$ cat src/rtl/mar.sv
// SAP-1 memory address register: captures the W-bus address on load and drives it to RAM.
// Optional MAR_PROG_MODE_EN adds a front-panel switch override on the address output.
module mar #(
    parameter int unsigned           WIDTH      = 4,
    parameter logic [WIDTH-1:0]      RESET_ADDR = '0
) (
    input  logic             CLK,
    input  logic             CLR,
    input  logic [WIDTH-1:0] D,
    input  logic             load,
`ifdef MAR_PROG_MODE_EN
    input  logic             prog,
    input  logic [WIDTH-1:0] SW,
`endif
    output logic [WIDTH-1:0] Q
);

    logic [WIDTH-1:0] addr_d;
    logic [WIDTH-1:0] addr_q;

    // Reset beats load; otherwise hold so Q is steady through non-T1 states.
    always_comb begin
        addr_d = addr_q;
        if (CLR) begin
            addr_d = RESET_ADDR;
        end else if (load) begin
            addr_d = D;
        end
    end

    always_ff @(posedge CLK) begin
        addr_q <= addr_d;
    end

`ifdef MAR_PROG_MODE_EN
    // Switches act immediately; the register keeps running underneath.
    assign Q = prog ? SW : addr_q;
`else
    assign Q = addr_q;
`endif

endmodule

$ cat config.mk
export PLATFORM = sky130hd
export DESIGN_NAME = mar
export DESIGN_NICKNAME = d
export VERILOG_FILES = /design/src/rtl/mar.sv
export SDC_FILE = /design/constraint.sdc
export NUM_CORES = 1
export LEC_CHECK = 0
export ABC_AREA = 0
export BUFFER_PORTS_ARGS = -buffer_cell sky130_fd_sc_hd__buf_2
export CAP_MARGIN = 10
export CORE_AREA = 2 2 39 41
export CTS_CLUSTER_SIZE = 24
export DETAILED_ROUTE_END_ITERATION = 10
export DIE_AREA = 0 0 41 43
export HOLD_SLACK_MARGIN = 0.1
export PLACE_DENSITY_LB_ADDON = 0.25
export RECOVER_POWER = 25
export SLEW_MARGIN = 20
export SYNTH_ARGS = -nofsm -noshare
export SYNTH_HDL_FRONTEND = slang
export SYNTH_SLANG_ARGS = --single-unit
$ cat constraint.sdc
create_clock -name CLK -period 0.8 [get_ports CLK]
set_clock_uncertainty 0.2 [all_clocks]
set_input_delay 0.08 -clock CLK [delete_from_list [all_inputs] [get_ports CLK]]
set_output_delay 0.08 -clock CLK [all_outputs]
set_load 0.05 [all_outputs]
* Word-level counts from Yosys, hierarchy flattened *
Cells that the tools add are included.
Widths: inputs -> output; s select.

cells by class
  divide/modulo/power cells = 0
  shifts and indexed selects = 0
  bitwise logic cells = 0
  reductions and logical operators = 0
  eq/ne operators = 0
  $lt $le $gt $ge = 0
  multipliers = 0
  add/sub/neg operators = 0
  muxes and demuxes = 0

word-level totals
  RAM bits = 0
  input port bits = 7
  bits in latches = 0
  output and inout bits = 4
  register bits after elaboration = 4
  ROM bits = 0
  memories kept = 0
  word-level logic and storage cells = 1

* Depth between registers and ports, before layout *
  depth in word-level cells = 0
  gate-level depth with buffers = 3
  gate-level depth less buffers = 2

* Least setup slack after synthesis *
OpenSTA, ideal clock, no wires.

  path type = register to register
  start = register, netlist name Q[0]
  end = register addr_q[0] (netlist: Q[0])
  library setup time = 0.065 ns
  clock period less this slack = 1.082 ns
  arrival time = 0.817 ns
  path slack = -0.282 ns
  stages on the path, launching flop included = 3
  path buffers = 0
  data required time = 0.535 ns
  cells stage by stage = dfxtp_1 > mux2i_1 > nor2_1

RTL lines
  element               RTL line  RTL
  to (signal assigned)  32        addr_q <= addr_d;
  to (decl)             19        logic [WIDTH-1:0] addr_q;

* Worst setup path in the final report *
  start = register addr_q[3] (netlist: Q[3])
  end = output Q[3]

RTL lines
  element    RTL line  RTL
  to (decl)  15        output logic [WIDTH-1:0] Q

No word-level cell between the ends.

==> impl_results.md <==
* Yosys warning count at 0
* Layout Nets at 34
* CTS clk-pin slew, worst paths at 0.04 ns
* Mapped Cells at 13
* Area growth, synth to finish at 101.8%
* Synth top cells by count: 4 x dfxtp_1, 4 x mux2i_1, 4 x nor2_1, 1 x clkbuf_2
* Worst-Margin Slew at 0.1342 ns
* Chip Width at 41 um
* Reg2reg path depth at 2
* Vias in the first global route at 162
* Final setup vio count at 8
* DR iter-0 viols at 0
* Ant diodes at 0
* Via density at 3.488
* Cts bufs inserted at 3
* Slew margin rel. at 90.80%
* Yosys cell types at 4
* Post-synthesis instance area at approximately 140 um^2
* Final ANT Viol Nets at 0
* Hold depth at 2
* Synth Register Bits at 4
* Io pins at 11
* Slowest stage cell on the critical path: dfxtp_4
* Power Density at 2056 mW/mm^2
* Status: finished, violations left
* Number of detailed-route iterations in the first pass at 1
* Max reg flops at 4
* WP data arrival at 0.72 ns
* WP data required at 0.52 ns
* Placed instance count at 38
* Net Count, Synth at 20
* Core box area at 0.001384 mm^2
* CTS Buffer Depth at 2
* Wire per inst at 9.756 um
* Htree depth at 1
* Post-synth EDFFs at 0
* Grt ovf at 0
* MaxCap Viol Count at 0
* Critical path's largest stage delay at 0.35 ns
* Drc violations at 0
* Crit Path Category: register to primary output
* Top_reg_cell synth: dfxtp_1
* Initial core utilization at about a tenth
* Die area at 0.001763 mm^2
* Async set or reset register ratio after synthesis at 0%
* Root Buffer: clkbuf_4
* Synth area leader: dfxtp_1
* Worst path top cell family by delay: flip-flops
* Startpoint types: register
* Unrepaired setup endpoints after global routing: yes
* Sink Count at 4
* Via count at about 140
* Hold slack at -0.1545 ns
* Largest net degree at the start of global routing at 5
* Bufs and invs on worst path at 1
* Top cell type's share of synthesized area at 57.14%
* Period utilization at 124.9%
* Core Rows at 14
* Worst VDD drop at 0.5962 mV
* Hold crit path type: input port to register
* Failing checks: negative hold slack, negative setup slack
* Layout cells sized above 1 at 68.00%
* Setup ws final at -0.1993 ns
* F_max at 1.001 GHz
* Layout Cells excl Fill at 41
* Final WL at 400 um
* Min cycle time layout at 0.9993 ns
* Worst setup EP type: primary output
* Die Ht at between 40 and 50 um
* Fin. max-slew vios at 0
* Antenna violations before repair at 0
* Gr usage total at 6.030%
* Critical-path cell list: buf_8
* Syn avg cell area at 10.78 um^2
* Final Hold Fails at 4
* Synth area leaders: dfxtp_1 57%, mux2i_1 29%, nor2_1 11%
* Register area share after synthesis at between 50 and 60%
* Worst path depth at 1
* Clock Latency Late Sink at 0.23 ns
* Lkg Pwr at around 0.13 nW
* CTS tree: done
* IO buf count at 10
* Global placer's final weighted congestion at 0.6550
* Global-route wire length before repair at 621 um
* Final design utilization at 20.43%
* Largest fanout on the critical path at 2
## logic make-up after synthesis
| family | Yosys count | share of synthesized area (%) |
|---|---|---|
| DFF | 4 | 57.15 |
| buffers and inverters | 1 | 3.568 |
| and+or+nand+nor | 4 | 10.71 |
| muxes | 4 | 28.57 |
## path summary, 6_finish.rpt
check                                  startpoint                end  slack, ns
worst max-delay path            Q[3]$_SDFFE_PP0P_               Q[3]      -0.20
worst min-delay path                          CLR  Q[2]$_SDFFE_PP0P_      -0.15
worst max register to register  Q[1]$_SDFFE_PP0P_  Q[1]$_SDFFE_PP0P_      -0.03
worst min register to register  Q[2]$_SDFFE_PP0P_  Q[2]$_SDFFE_PP0P_       0.31
## metrics by stage
step	setup WS, ns	TNS (ns)	total power [mW]	cell area, um^2
3_5_place_dp	-0.05095	-0.2558	0.3098	220.2
5_1_grt	-0.2217	-1.106	0.6174	282.8
2_1_floorplan	-0.06436	-0.2574	0.2808	155.1
6_report	-0.1993	-0.8702	0.5814	282.8
3_3_place_gp	-0.04997	-0.1902	0.3065	220.2
4_1_cts	-0.2075	-0.9362	0.5930	282.8
## routing by layer
layer	wire length [um]	global-route usage, %
met4	0	2.000
met3	69	8.377
met1	155	4.839
met2	175	8.125
met5	0	0
## where the power goes
part           internal [mW]  switching, mW  total (mW)
sequential             0.208         0.0110       0.219
combinational         0.0528         0.0627       0.116
clock                  0.168         0.0794       0.247
## cells in the final DEF (no fill, tap or decap)
cell type and n:
nor2_1 4, buf_8 4, mux2i_1 4, dfxtp_4 4, clkbuf_4 3, buf_2 6
## cell type report
cell class | instances | area (um^2)
fill | 150 | 1101
sequential | 4 | 95.09
timing repair buffer | 10 | 90.09
multi-input combinational | 8 | 55.05
clock buffer | 3 | 22.52
tap | 16 | 20.02
## what timing repair did
action / 4_1_cts / 5_1_grt
resized for setup: 12 / 0
buffers inserted: 0 / 0
endpoints found under the hold margin: 4 / 4
endpoints found under the setup margin: 8 / 8
Note: power is estimated with default switching activity, not from simulation.
